### config.mk
export PLATFORM = sky130hd
export DESIGN_NAME = ticket_vend_ctrl_flat
export DESIGN_NICKNAME = d
export VERILOG_FILES = /design/src/rtl/ticket_vend_ctrl_if.sv /design/src/rtl/ticket_vend_ctrl.sv /design/src/flat_wrapper.sv
export SDC_FILE = /design/constraint.sdc
export NUM_CORES = 1
export LEC_CHECK = 0
export ABC_AREA = 1
export CAP_MARGIN = 20
export CORE_ASPECT_RATIO = 0.7
export CORE_MARGIN = 4
export CORE_UTILIZATION = 59
export DETAILED_ROUTE_END_ITERATION = 8
export MAX_ROUTING_LAYER = met4
export PLACE_DENSITY_LB_ADDON = 0.05
export SYNTH_ARGS = -nofsm -noshare
export SYNTH_HDL_FRONTEND = slang
export SYNTH_SLANG_ARGS = --single-unit
### constraint.sdc
create_clock -name clk -period 3.47 [get_ports clk]
set_clock_uncertainty 0.2 [all_clocks]
set_input_delay 0.694 -clock clk [delete_from_list [all_inputs] [get_ports clk]]
set_output_delay 0.694 -clock clk [all_outputs]
set_load 0.03 [all_outputs]
### src/rtl/ticket_vend_ctrl_if.sv
// Signal bundle between the ticket vending controller and the coin acceptor / Ticketout side.
// Macro TICKET_VEND_CANCEL_EN adds the cancel request line.
interface ticket_vend_ctrl_if #(
    parameter int unsigned CREDIT_W = 5
) ();
    logic                coin_valid;
    logic [3:0]          coin_value;
    logic                state_cmp9;
`ifdef TICKET_VEND_CANCEL_EN
    logic                cancel;
`endif
    logic                out_RDY9;
    logic                coin_reject;
    logic                change_out;
    logic [CREDIT_W-1:0] credit;
    logic                busy;
    logic                fault;

`ifdef TICKET_VEND_CANCEL_EN
    modport master (
        input  coin_valid, coin_value, state_cmp9, cancel,
        output out_RDY9, coin_reject, change_out, credit, busy, fault
    );
    modport slave (
        output coin_valid, coin_value, state_cmp9, cancel,
        input  out_RDY9, coin_reject, change_out, credit, busy, fault
    );
`else
    modport master (
        input  coin_valid, coin_value, state_cmp9,
        output out_RDY9, coin_reject, change_out, credit, busy, fault
    );
    modport slave (
        output coin_valid, coin_value, state_cmp9,
        input  out_RDY9, coin_reject, change_out, credit, busy, fault
    );
`endif
endinterface

### src/rtl/ticket_vend_ctrl.sv
// Ticket vending sequencer: collects coin credit, requests a ticket, pays back change.
// Macro TICKET_VEND_CANCEL_EN enables the cancel/refund request while collecting.
module ticket_vend_ctrl #(
    parameter int unsigned PRICE       = 9,
    parameter int unsigned CREDIT_W    = 5,
    parameter int unsigned MAX_CREDIT  = 20,
    parameter int unsigned REQ_CYC     = 2,
    parameter int unsigned TKT_TIMEOUT = 32
) (
    input logic                clk,
    input logic                rst,
    ticket_vend_ctrl_if.master bus
);
    localparam int unsigned TMR_MAX = (TKT_TIMEOUT > REQ_CYC) ? TKT_TIMEOUT : REQ_CYC;
    localparam int unsigned TMR_W   = $clog2(TMR_MAX + 1);
    localparam int unsigned SUM_W   = CREDIT_W + 1;

    typedef enum logic [2:0] {StIdle, StCollect, StReq, StWaitTkt, StChange} state_e;

    state_e              state_q, state_d;
    logic [CREDIT_W-1:0] credit_q, credit_d;
    logic [TMR_W-1:0]    timer_q, timer_d;
    logic                reject_q, reject_d;
    logic                fault_q, fault_d;
    logic                coin_legal, coin_ok, cancel_req;
    logic [SUM_W-1:0]    coin_sum;

`ifdef TICKET_VEND_CANCEL_EN
    assign cancel_req = bus.cancel;
`else
    assign cancel_req = 1'b0;
`endif

    // Extra sum bit keeps the ceiling check free of wrap-around.
    assign coin_sum   = {1'b0, credit_q} + SUM_W'(bus.coin_value);
    assign coin_legal = (bus.coin_value == 4'd1) || (bus.coin_value == 4'd2) ||
                        (bus.coin_value == 4'd5) || (bus.coin_value == 4'd10);
    assign coin_ok    = bus.coin_valid && coin_legal && !cancel_req &&
                        (coin_sum <= SUM_W'(MAX_CREDIT)) &&
                        ((state_q == StIdle) || (state_q == StCollect));

    always_ff @(posedge clk or posedge rst) begin
        if (rst) begin
            state_q  <= StIdle;
            credit_q <= '0;
            timer_q  <= '0;
            reject_q <= 1'b0;
            fault_q  <= 1'b0;
        end else begin
            state_q  <= state_d;
            credit_q <= credit_d;
            timer_q  <= timer_d;
            reject_q <= reject_d;
            fault_q  <= fault_d;
        end
    end

    always_comb begin
        state_d  = state_q;
        credit_d = credit_q;
        timer_d  = timer_q;
        reject_d = 1'b0;
        fault_d  = 1'b0;

        if (coin_ok) begin
            credit_d = coin_sum[CREDIT_W-1:0];
        end else if (bus.coin_valid) begin
            reject_d = 1'b1;
        end

        unique case (state_q)
            StIdle: begin
                if (coin_ok) state_d = StCollect;
            end
            StCollect: begin
                if (cancel_req && (credit_q != '0)) begin
                    state_d = StChange;
                end else if (credit_q >= CREDIT_W'(PRICE)) begin
                    state_d = StReq;
                    timer_d = '0;
                end
            end
            StReq: begin
                if (timer_q == TMR_W'(REQ_CYC - 1)) begin
                    state_d = StWaitTkt;
                    timer_d = '0;
                end else begin
                    timer_d = timer_q + TMR_W'(1);
                end
            end
            StWaitTkt: begin
                // Completion wins over a same-cycle timeout.
                if (bus.state_cmp9) begin
                    credit_d = credit_q - CREDIT_W'(PRICE);
                    state_d  = (credit_q == CREDIT_W'(PRICE)) ? StIdle : StChange;
                end else if (timer_q == TMR_W'(TKT_TIMEOUT - 1)) begin
                    fault_d = 1'b1;
                    state_d = StChange;
                end else begin
                    timer_d = timer_q + TMR_W'(1);
                end
            end
            StChange: begin
                if (credit_q != '0) credit_d = credit_q - CREDIT_W'(1);
                if (credit_q <= CREDIT_W'(1)) state_d = StIdle;
            end
            default: state_d = StIdle;
        endcase
    end

    always_comb begin
        bus.out_RDY9    = (state_q == StReq);
        bus.change_out  = (state_q == StChange);
        bus.busy        = (state_q != StIdle) && (state_q != StCollect);
        bus.credit      = credit_q;
        bus.coin_reject = reject_q;
        bus.fault       = fault_q;
    end
endmodule

### src/flat_wrapper.sv
// flat-port wrapper written by rule: the top's interface ports become plain ports
module ticket_vend_ctrl_flat 
#(
    parameter int unsigned PRICE       = 9,
    parameter int unsigned CREDIT_W    = 5,
    parameter int unsigned MAX_CREDIT  = 20,
    parameter int unsigned REQ_CYC     = 2,
    parameter int unsigned TKT_TIMEOUT = 32
)
  (clk, rst, bus_coin_valid, bus_coin_value, bus_state_cmp9, bus_out_RDY9, bus_coin_reject, bus_change_out, bus_credit, bus_busy, bus_fault);
  ticket_vend_ctrl_if #(.CREDIT_W(CREDIT_W)) bus_i ();
  input logic clk;
  input logic rst;
  input wire logic [$bits(bus_i.coin_valid)-1:0] bus_coin_valid;
  input wire logic [$bits(bus_i.coin_value)-1:0] bus_coin_value;
  input wire logic [$bits(bus_i.state_cmp9)-1:0] bus_state_cmp9;
  output wire logic [$bits(bus_i.out_RDY9)-1:0] bus_out_RDY9;
  output wire logic [$bits(bus_i.coin_reject)-1:0] bus_coin_reject;
  output wire logic [$bits(bus_i.change_out)-1:0] bus_change_out;
  output wire logic [$bits(bus_i.credit)-1:0] bus_credit;
  output wire logic [$bits(bus_i.busy)-1:0] bus_busy;
  output wire logic [$bits(bus_i.fault)-1:0] bus_fault;
  assign bus_i.coin_valid = bus_coin_valid;
  assign bus_i.coin_value = bus_coin_value;
  assign bus_i.state_cmp9 = bus_state_cmp9;
  assign bus_out_RDY9 = bus_i.out_RDY9;
  assign bus_coin_reject = bus_i.coin_reject;
  assign bus_change_out = bus_i.change_out;
  assign bus_credit = bus_i.credit;
  assign bus_busy = bus_i.busy;
  assign bus_fault = bus_i.fault;
  ticket_vend_ctrl #(.PRICE(PRICE), .CREDIT_W(CREDIT_W), .MAX_CREDIT(MAX_CREDIT), .REQ_CYC(REQ_CYC), .TKT_TIMEOUT(TKT_TIMEOUT)) u_core (.clk(clk), .rst(rst), .bus(bus_i));
endmodule
# Word-level counts from Yosys, hierarchy flattened
# Index checks and enable logic that the tools add are counted.
# classes
div_mod_pow	0
order_cmp	3
n_mux	22
shift	0
mul	0
reduce_logical	14
n_bitwise	0
n_eq_ne	19
n_addsub	4
# ops
cell	count
2-to-1 mux 6 bit	4
2-to-1 mux 3 bit	7
case mux 6 bit (3 select lines)	1
2-to-1 mux 5 bit	3
case mux 3 bit (5 select lines)	1
case mux 5 bit (2 select lines)	1
adder 5 x 4 -> 6 bit	1
adder 6 x 1 -> 6 bit (second input constant)	1
== test 3 x 2 -> 1 bit (second input constant)	2
== test 6 x 1 -> 1 bit (second input constant)	1
== test 6 x 5 -> 1 bit (second input constant)	1
<= comparator 6 x 5 -> 1 bit (second input constant)	1
!= test 2 x 1 -> 1 bit (second input constant)	3
!= test 2 bit (second input constant)	3
nonzero test 3 bit	2
== test 5 x 4 -> 1 bit (second input constant)	1
greater-or-equal comparator 5 x 4 -> 1 bit (second input constant)	1
<= comparator 5 x 1 -> 1 bit (second input constant)	1
2-to-1 mux 1 bit	5
AND reduction 5 bit	1
nonzero test 5 bit	1
subtractor 5 x 1 -> 5 bit (second input constant)	1
subtractor 5 x 4 -> 5 bit (second input constant)	1
== test 4 x 1 -> 1 bit (second input constant)	1
11 further kinds	17
# word_totals
romBits	0
n_memories	0
latch_bits	0
out_inout_bits	10
ram_bits	0
in_bits	8
wordCells	67
regBits	16

# Logic depth before layout (Yosys ltp)
# Gate-level depths: netlist of run 1.
# logic_depth
depth_word	10
depth_mapped	13
depth_no_buf	13

# Least setup slack after synthesis of run 1
# No wires, ideal clock.
# synth_path
path_type	input-to-reg
start	input port bus_coin_value[0]
end	register u_core.credit_q[3], in the netlist u_core.bus.credit[3]
path_slack_ns	1.091
required_ns	3.146
n_path_buf	0
setup_time_ns	0.124
path_stages	11
arrival_ns	2.054
cell_sequence	ha_1 > fa_1 > or2_1 > nand3_1 > nand3_1 > nand2_2 > nand2_4 > nand2_1 > nand3_1 > nand2_1 > nand3_1
# synth_between
elab_chain_cells	10
word_cells_on_any_way	16
classes_between	add/sub (1); order compare (1); eq/ne (4); mux (4); reduce/logical (6)
# synth_lines
element	line_no	text
start, declared	flat_wrapper.sv:15	input wire logic [$bits(bus_i.coin_value)-1:0] bus_coin_value;
parallel branches: the longest is 7 deep, another holds adder 5 x 4 -> 6 bit	--	
2-to-1 mux 5 bit *	ticket_vend_ctrl.sv:65	if (coin_ok) begin
2-to-1 mux 5 bit, on equally long branches	ticket_vend_ctrl.sv:104, ticket_vend_ctrl.sv:93	
case mux 5 bit (2 select lines) *	ticket_vend_ctrl.sv:71	unique case (state_q)
named net u_core.credit_d[3]	ticket_vend_ctrl.sv:21	logic [CREDIT_W-1:0] credit_q, credit_d;
end signal, assigned	ticket_vend_ctrl.sv:51	credit_q <= credit_d;
end, declared	ticket_vend_ctrl.sv:21	
# Mark *: on every way through the listed nets, which the timed path passes.
# A chain may end at the register's enable or synchronous reset.

# Worst setup path after layout of run 1
# layout_path
start	register u_core.state_q[0]
end	output port bus_change_out
# layout_between
elab_chain_cells	1
# layout_lines
element	line_no	text
start, declared	ticket_vend_ctrl.sv:20	state_e state_q, state_d;
start signal, assigned	ticket_vend_ctrl.sv:44	state_q <= StIdle;
start signal, assigned	ticket_vend_ctrl.sv:50	state_q <= state_d;
== test 3 bit	ticket_vend_ctrl.sv:113	bus.change_out = (state_q == StChange);
end, declared	flat_wrapper.sv:19	output wire logic [$bits(bus_i.change_out)-1:0] bus_change_out;
# Every way passes these cells.

==> results.json, run 1 <==
{
  "status": "complete, no violations",
  "peakVddDrop_v": 0.000467,
  "cp_data_required_time_ns": 2.58,
  "antenna_found_initial": 0,
  "cts_root_buf": "clkbuf_4",
  "syn_inst": 205,
  "io_pins": 18,
  "synthDistinctLibCells": 28,
  "synth_top_area_cell": "dfrtp_1",
  "powerDensity_nw_per_um2": 865,
  "drt-pass1-iter-count": 4,
  "setup_violations": 0,
  "setup_slack_ns": 0.699,
  "yosysTopAreaCellShare": 0.289,
  "p_leak_uw": 0.000820,
  "synth_area_leaders": "dfrtp_1 29%, nand2_1 15%, nand3_1 8.7%",
  "critPathCaptureType": "primary output",
  "ant_nets": 0,
  "core_um2": 2190,
  "post_cts_resized": 0,
  "diodes": 0,
  "cts-htree-levels": 1,
  "wl_mm": 3.36,
  "fillCellCount": 188,
  "initial_utilization": 0.633,
  "synth-edff-count": 0,
  "period_share": 0.799,
  "ys.warnings.count": 0,
  "r2r_start": "u_core.bus.credit[0]",
  "routabilityCongestion": 0.963,
  "cts.path.max_buffers": 2,
  "ys_ff_latch": 16,
  "cts_tree": "yes",
  "async_flop_share": 1.00,
  "grt_remaining_overflow": 0,
  "cts_setup_buffers": 0,
  "drive_above_1_share": 0.107,
  "placed_cells": 253,
  "synth_common_cells": "55 x nand2_1, 28 x inv_1, 24 x nand3_1, 16 x dfrtp_1, 15 x nor2_1",
  "slew_headroom": 0.602,
  "reg2reg_slack_ns": 1.15,
  "syn_area_um2": 1390,
  "hold_buffers": 0,
  "fin_crit_ns": 2.77,
  "vias": 1360,
  "clkSinkCount": 16,
  "via_per_inst": 5.29,
  "syn_to_final_growth_pct": 17.0,
  "worst_slew_pin_slew_ns": 0.597,
  "r2r-end": "u_core.bus.credit[1]",
  "crit_type": "reg2out",
  "dr.first_iter.drc_count": 98,
  "grt_pass1_wl_mm": 5.67,
  "rsz0062_at_grt": "no",
  "syn_avg_cell_area_um2": 6.76,
  "finalMaxSlewViolations": 0,
  "grt_pass1_vias": 1217,
  "pre_cts_ws_ns": 0.503,
  "die_w_um": 65.9,
  "finalHoldViolations": 0,
  "hold_start": "u_core.timer_q[4]",
  "nets": 243,
  "arrival_ns": 1.88,
  "maxCapViolations": 0,
  "tns_ns": 0,
  "grt_max_degree": 17,
  "io_buffers": 17,
  "drc_errors": 0,
  "die_area_um2": 3200,
  "crit_path_start_kind": "flip-flop",
  "synth_ff_type": "dfrtp_1",
  "die_h_um": 48.6,
  "holdPathEnd": "u_core.bus.fault",
  "yosysSeqAreaShare": 0.289,
  "timing.fmax_mhz": 361,
  "fp-row-count": 14,
  "post-dp-hpwl_mm": 2.73,
  "min_delay_path_depth": 2,
  "insertion_delay_ns": 0.30,
  "hold_path.class": "reg2reg",
  "track_usage": 0.234,
  "syn-num-nets": 222,
  "cp_max_fo": 6,
  "reg2reg_depth": 11,
  "cts.clk_slew.worst_paths_ns": 0.10,
  "fin_cells": 257,
  "cts_buffers": 3,
  "synth_most_common_cell": "nand2_1",
  "wire_per_inst_um": 13.1
}
[worst max-delay path by stage]
stage                                  from                   end  slack, ns  cells after the start
final                     u_core.state_q[0]        bus_change_out       0.70                      4
after global routing      u_core.state_q[0]          bus_out_RDY9       0.60                      4
after CTS                 u_core.state_q[0]        bus_change_out       0.69                      4
after detailed placement  bus_coin_value[0]  u_core.bus.credit[1]       0.50                     12
after global placement    bus_coin_value[0]  u_core.bus.credit[3]       0.54                     12
after floorplan           bus_coin_value[0]  u_core.bus.credit[3]       1.09                     11
[layout make-up]
| cell class | count | area, um^2 | share of cell area |
|---|---|---|---|
| clock buffers | 4 | 36.3 | 0.0224 |
| inverters | 33 | 124 | 0.0764 |
| multi-input cells | 155 | 851 | 0.525 |
| flip-flops and latches | 16 | 400 | 0.247 |
| well taps | 32 | 40.0 | 0.0247 |
| repair buffers | 17 | 170 | 0.105 |
[layout by cell type, fill, tap and decap left out, drive strengths merged]
cell type      count
or2                1
clkdlybuf4s50     17
xor2               4
nand4              1
and2               1
nor2              18
and3               1
nor3               1
clkbuf             4
fa                 1
o21bai             2
inv               33
nand2             58
ha                 8
nand3             28
o21ai             17
dfrtp             16
nand3b             1
a21oi             12
xnor2              1
[power by group]
group | total, uW | switching (uW) | leakage, uW | internal, uW
Sequential | 327 | 81.2 | 0.000207 | 246
Combinational | 952 | 616 | 0.000592 | 335
Clock | 124 | 60.0 | 0.0000210 | 64.1
Total | 1400 | 758 | 0.000820 | 646
[through the flow]
stage / cell area, um^2 / hold WS [ns] / total power (uW) / util
finish: 1620 / 0.404 / 1400 / 0.741
global placement: 1590 / 0.366 / 1240 / 0.724
global route: 1620 / 0.437 / 1540 / 0.741
detailed placement: 1590 / 0.374 / 1270 / 0.724
CTS: 1620 / 0.400 / 1400 / 0.741
floorplan: 1390 / 0.341 / 1030 / -
[kinds of logic (layout without fill, tap and decap cells)]
group	Yosys count	in the layout	share of synthesized area
compound gates	31	31	0.129
buf+inv	34	54	0.0975
flops	16	16	0.289
fa+ha+maj	9	9	0.0866
simple gates	110	110	0.366
xor+xnor	5	5	0.0316
[flip-flops by register name, indices dropped and copies added (netlist names)]
signal / cells
u_core.bus.coin_reject: 1
u_core.bus.credit: 5
u_core.bus.fault: 1
u_core.state_q: 3
u_core.timer_q: 6
[layer usage]
| layer | track usage | vias to the layer above | part of all wire |
|---|---|---|---|
| met5 | - | - | 0 |
| met4 | 0.0405 | 0 | 0.0057 |
| met3 | 0.0579 | 5 | 0.071 |
| met2 | 0.328 | 53 | 0.42 |
| met1 | 0.346 | 603 | 0.50 |
| li1 | - | 699 | - |
[worst max-delay path, cell delays in order, from the launching register on]
cell,delay (ns)
dfrtp_1,0.45
nor2_1,0.12
nand2_1,0.11
inv_1,0.19
clkdlybuf4s50_1,0.71
Note: power is estimated with default switching activity, not from simulation.
==> run 2: changes to the inputs <==
--- a/config.mk
+++ b/config.mk
@@ -9,7 +9,7 @@
 export CAP_MARGIN = 20
 export CORE_ASPECT_RATIO = 0.7
 export CORE_MARGIN = 4
-export CORE_UTILIZATION = 59
+export CORE_UTILIZATION = 55
 export DETAILED_ROUTE_END_ITERATION = 8
 export MAX_ROUTING_LAYER = met4
 export PLACE_DENSITY_LB_ADDON = 0.05
==> constraint.sdc (replaced) <==
create_clock -name clk -period 2.6 [get_ports clk]
set_clock_uncertainty 0.2 [all_clocks]
set_input_delay 0.52 -clock clk [delete_from_list [all_inputs] [get_ports clk]]
set_output_delay 0.52 -clock clk [all_outputs]
set_load 0.03 [all_outputs]
==> run 2 against run 1 <==
- sequential share of layout area down 0.32 points
- total power grew 32%
- cell count is 0.78% higher
- sequential power up 32%
- first-iteration DRC count increased by 42%
- critical path depth grew 1
- via count shrank 1.5%
- register-to-register slack got worse by 0.79 ns
- global-route usage shrank 2.3 points
- wire length is 2.8% lower
- clock power is essentially flat
- core utilization fell by 1.9 points
- critical path type unchanged
- critical endpoint is now bus_busy
- highest routed layer unchanged
==> results.json, run 2 (same netlist as run 1, synthesis figures left out) <==
{
  "status": "complete, no violations",
  "cts_tree": "yes",
  "cts.clk_slew.worst_paths_ns": 0.09,
  "dr.first_iter.drc_count": 139,
  "placed_cells": 256,
  "hold_path.class": "reg2reg",
  "arrival_ns": 1.75,
  "top_register": "u_core.timer_q",
  "nets": 246,
  "maxCapViolations": 0,
  "routabilityCongestion": 0.890,
  "cts-htree-levels": 1,
  "powerDensity_nw_per_um2": 1130,
  "final_common_cell": "nand2_1",
  "fin_cells": 259,
  "slowest_stage": "clkdlybuf4s50_1",
  "setup_slack_ns": 0.128,
  "peakVddDrop_v": 0.000644,
  "slowest_delay_ns": 0.66,
  "cts_buffers": 3,
  "final_cell_mix": "55 x nand2_1, 28 x inv_1, 24 x nand3_1",
  "antenna_found_initial": 0,
  "finalHoldViolations": 0,
  "timing.fmax_mhz": 405,
  "wl_mm": 3.27,
  "critPathCaptureType": "primary output",
  "io_buffers": 17,
  "grt_remaining_overflow": 0,
  "io_pins": 18,
  "p_total_uw": 1850,
  "insertion_delay_ns": 0.28,
  "die_area_um2": 3400,
  "grt_max_degree": 17,
  "pre_cts_ws_ns": -0.197,
  "period_share": 0.951,
  "die_h_um": 50.0,
  "design_area_um2": 1640,
  "hold_buffers": 0,
  "cts.path.max_buffers": 2,
  "placed_area_um2": 1610,
  "cp_max_fo": 4,
  "largest_register_ffs": 6,
  "fin_crit_ns": 2.47,
  "min_delay_path_depth": 2,
  "die_w_um": 68.0,
  "initial_utilization": 0.609,
  "via_per_inst": 5.17,
  "crit_path_start_kind": "flip-flop",
  "finalMaxSlewViolations": 0,
  "rsz0062_at_grt": "no",
  "p_leak_uw": 0.000868,
  "core_um2": 2280,
  "syn_to_final_growth_pct": 18.5,
  "grt_pass1_vias": 1266,
  "ant_nets": 0,
  "grt_pass1_wl_mm": 5.51,
  "drc_errors": 0,
  "setup_violations": 0,
  "vias": 1340,
  "drt-pass1-iter-count": 4,
  "cp_cell_sequence": "inv_1, nand3_1, nand2_1, inv_1, clkdlybuf4s50_1",
  "fp-row-count": 14,
  "slew_headroom": 0.599,
  "path_common_cell": "inv_1",
  "reg2reg_depth": 13,
  "diodes": 0,
  "cts_root_buf": "clkbuf_4",
  "drive_above_1_share": 0.123,
  "crit_type": "reg2out",
  "wire_per_inst_um": 12.6,
  "clkSinkCount": 16,
  "worst_slew_pin_slew_ns": 0.601,
  "post-dp-hpwl_mm": 2.69,
  "track_usage": 0.211,
  "cp_data_required_time_ns": 1.88
}
run 2: cell types whose count changed in the layout (fill, tap and decap cells not counted), sizes merged:
cell	before	now
buf	0	3
clkbuf	4	3
dlymetal6s2s	0	3
clkdlybuf4s50	17	14
run 2: critical path, delay by kind of cell (launching register included):
kind          cells  cell delay, ns
simple gates      2            0.25
buf+inv           3            0.83
flops             1            0.39
run 2: routing by layer:
layer	global-route usage	wire length, um	up-vias
li1	-	-	705
met1	0.312	1610	581
met2	0.293	1350	50
met3	0.0523	275	4
met4	0.0363	33	0
met5	-	0	-
run 2: where the power goes:
group | internal (uW) | leakage, uW | switching, uW
logic | 473 | 0.000647 | 826
clock network | 53.7 | 0.0000138 | 70.3
registers | 329 | 0.000207 | 103
run 2: path summary, 6_finish.rpt:
path / end / slack [ns] / start
worst max-delay path: bus_busy / 0.13 / u_core.state_q[1]
worst min register to register: u_core.timer_q[2] / 0.39 / u_core.timer_q[2]
min in group asynchronous: u_core.bus.credit[0] / 0.40 / rst
max in group asynchronous: u_core.bus.fault / 1.40 / rst
worst max register to register: u_core.bus.credit[4] / 0.36 / u_core.bus.credit[0]
worst min-delay path: u_core.timer_q[2] / 0.39 / u_core.timer_q[2]
run 2: what timing repair did:
action,in CTS,in global routing
resized for setup,0,5
endpoints found under the setup margin,0,6
setup buffers,0,0
hold endpoints to repair,0,0
run 2: stage by stage:
stage / setup TNS, ns / util / hold WS [ns]
6_report: 0 / 0.721 / 0.394
5_1_grt: 0 / 0.721 / 0.422
4_1_cts: 0 / 0.716 / 0.397
3_5_place_dp: -1.14 / 0.706 / 0.379
3_3_place_gp: -0.855 / 0.706 / 0.367
2_1_floorplan: 0 / - / 0.234
run 2: cell type report:
class,count,area (um^2)
Clock buffer,3,22.5
Fill cell,189,634
Inverter,33,124
Multi-Input combinational cell,155,856
Sequential cell,16,400
Tap cell,32,40.0
Timing Repair Buffer,20,200
==> run 3: changes to the inputs <==
--- a/config.mk
+++ b/config.mk
@@ -8,9 +8,9 @@
 export ABC_AREA = 1
 export CAP_MARGIN = 20
 export CORE_ASPECT_RATIO = 0.7
-export CORE_MARGIN = 4
 export CORE_UTILIZATION = 55
 export DETAILED_ROUTE_END_ITERATION = 8
+export HOLD_SLACK_MARGIN = 0.15
 export MAX_ROUTING_LAYER = met4
 export PLACE_DENSITY_LB_ADDON = 0.05
 export SYNTH_ARGS = -nofsm -noshare
==> run 3 against run 2 <==
- cell count is 0.77% higher
- combinational power hardly changed
- core utilization is 1.3 points higher
- sequential cell count stayed put
- largest power group unchanged
- via count is 3.4% higher
==> results.json, run 3 (same netlist as run 1, synthesis figures left out) <==
{
  "cts_setup_buffers": 0,
  "diodes": 0,
  "crit_type": "in2reg",
  "cts.clk_slew.worst_paths_ns": 0.10,
  "hold_path.class": "in2async",
  "die_h_um": 44.0,
  "reg2reg_slack_ns": 0.29,
  "nets": 247,
  "cts.path.max_buffers": 2,
  "initial_utilization": 0.614,
  "period_share": 0.959,
  "status": "complete, no violations",
  "grt_pass1_wl_mm": 5.54,
  "cts_buffers": 3,
  "syn_to_final_growth_pct": 19.7,
  "drive_above_1_share": 0.122,
  "cp_cell_sequence": "clkdlybuf4s50_1, ha_1, fa_1, or2_1, nand3_1, nand3_1, nand2_2, nand2_4, nand2_1, nand3_1, nand2_1, nand3_1",
  "worst_slew_pin_slew_ns": 0.592,
  "core_um2": 2260,
  "r2r-end": "u_core.bus.credit[3]",
  "fp-row-count": 14,
  "cts-htree-levels": 1,
  "grt_max_degree": 17,
  "slowest_delay_ns": 0.44,
  "die_area_um2": 2730,
  "clkSinkCount": 16,
  "dr.first_iter.drc_count": 150,
  "finalHoldViolations": 0,
  "p_leak_uw": 0.000882,
  "top_register": "u_core.timer_q",
  "timing.fmax_mhz": 401,
  "cts_root_buf": "clkbuf_4",
  "post_cts_resized": 0,
  "reg2reg_depth": 11,
  "critPathCaptureType": "flip-flop",
  "final_cell_mix": "55 x nand2_1, 28 x inv_1, 24 x nand3_1",
  "ant_nets": 0,
  "fin_crit_ns": 2.49,
  "grt_pass1_vias": 1204,
  "die_w_um": 62.0,
  "slowest_stage": "clkdlybuf4s50_1",
  "insertion_delay_ns": 0.30,
  "rsz0062_at_grt": "no",
  "grt_remaining_overflow": 0,
  "peakVddDrop_v": 0.000722,
  "placed_area_um2": 1620,
  "placed_cells": 257,
  "final_common_cell": "nand2_1",
  "r2r_start": "u_core.bus.credit[0]",
  "antenna_found_initial": 0,
  "fin_cells": 261,
  "hold_buffers": 0,
  "post-dp-hpwl_mm": 2.54,
  "cp_data_required_time_ns": 2.59,
  "p_total_uw": 1900,
  "via_per_inst": 5.31,
  "vias": 1385,
  "design_area_um2": 1660,
  "slew_headroom": 0.605,
  "cp_max_fo": 8,
  "critPathTopFamily": "simple AND/OR/NAND/NOR gates",
  "path_common_cell": "nand3_1",
  "wl_mm": 3.15,
  "io_pins": 18,
  "drc_errors": 0,
  "wire_per_inst_um": 12.1,
  "maxCapViolations": 0,
  "powerDensity_nw_per_um2": 1140,
  "arrival_ns": 2.48,
  "crit_path_start_kind": "input port",
  "finalMaxSlewViolations": 0,
  "cts_tree": "yes",
  "tns_ns": 0,
  "track_usage": 0.285,
  "hold_slack_ns": 0.375,
  "cp_num_buf_inv": 1,
  "setup_violations": 0,
  "routabilityCongestion": 0.904,
  "io_buffers": 17,
  "largest_register_ffs": 6,
  "drt-pass1-iter-count": 4
}
[run 3: per-stage QoR]
stage	utilization	setup WS, ns
2_1_floorplan	-	0.312
3_3_place_gp	0.715	-0.131
3_5_place_dp	0.715	-0.204
4_1_cts	0.731	0.0139
5_1_grt	0.734	0.0141
6_report	0.734	0.106
[run 3: worst max path at each step]
stage / start / slack, ns / cells past startpoint / to
5_1_grt: bus_coin_value[0] / 0.01 / 12 / u_core.bus.credit[3]
4_1_cts: u_core.state_q[0] / 0.01 / 4 / bus_change_out
3_5_place_dp: bus_coin_value[0] / -0.20 / 12 / u_core.bus.credit[3]
6_report: bus_coin_value[0] / 0.11 / 12 / u_core.bus.credit[3]
3_3_place_gp: bus_coin_value[0] / -0.13 / 12 / u_core.bus.credit[3]
2_1_floorplan: u_core.bus.credit[0] / 0.31 / 11 / u_core.bus.credit[3]
[run 3: area by class of cell]
class | count | area [um^2]
multi-input combinational | 155 | 851
fill | 174 | 601
sequential | 16 | 400
timing repair buffer | 21 | 208
inverter | 33 | 124
tap | 32 | 40.0
clock buffer | 4 | 36.3
[run 3: power by group]
group | internal [uW] | switching (uW) | total [uW] | leakage (uW)
clock | 85.4 | 83.6 | 169 | 0.0000210
sequential | 328 | 106 | 434 | 0.000207
combinational | 474 | 819 | 1290 | 0.000654
[run 3: metal layers]
layer  track usage  wire length, um
met5             -                0
met3        0.0746              243
met4        0.0267                0
met2         0.381             1270
met1         0.441             1640
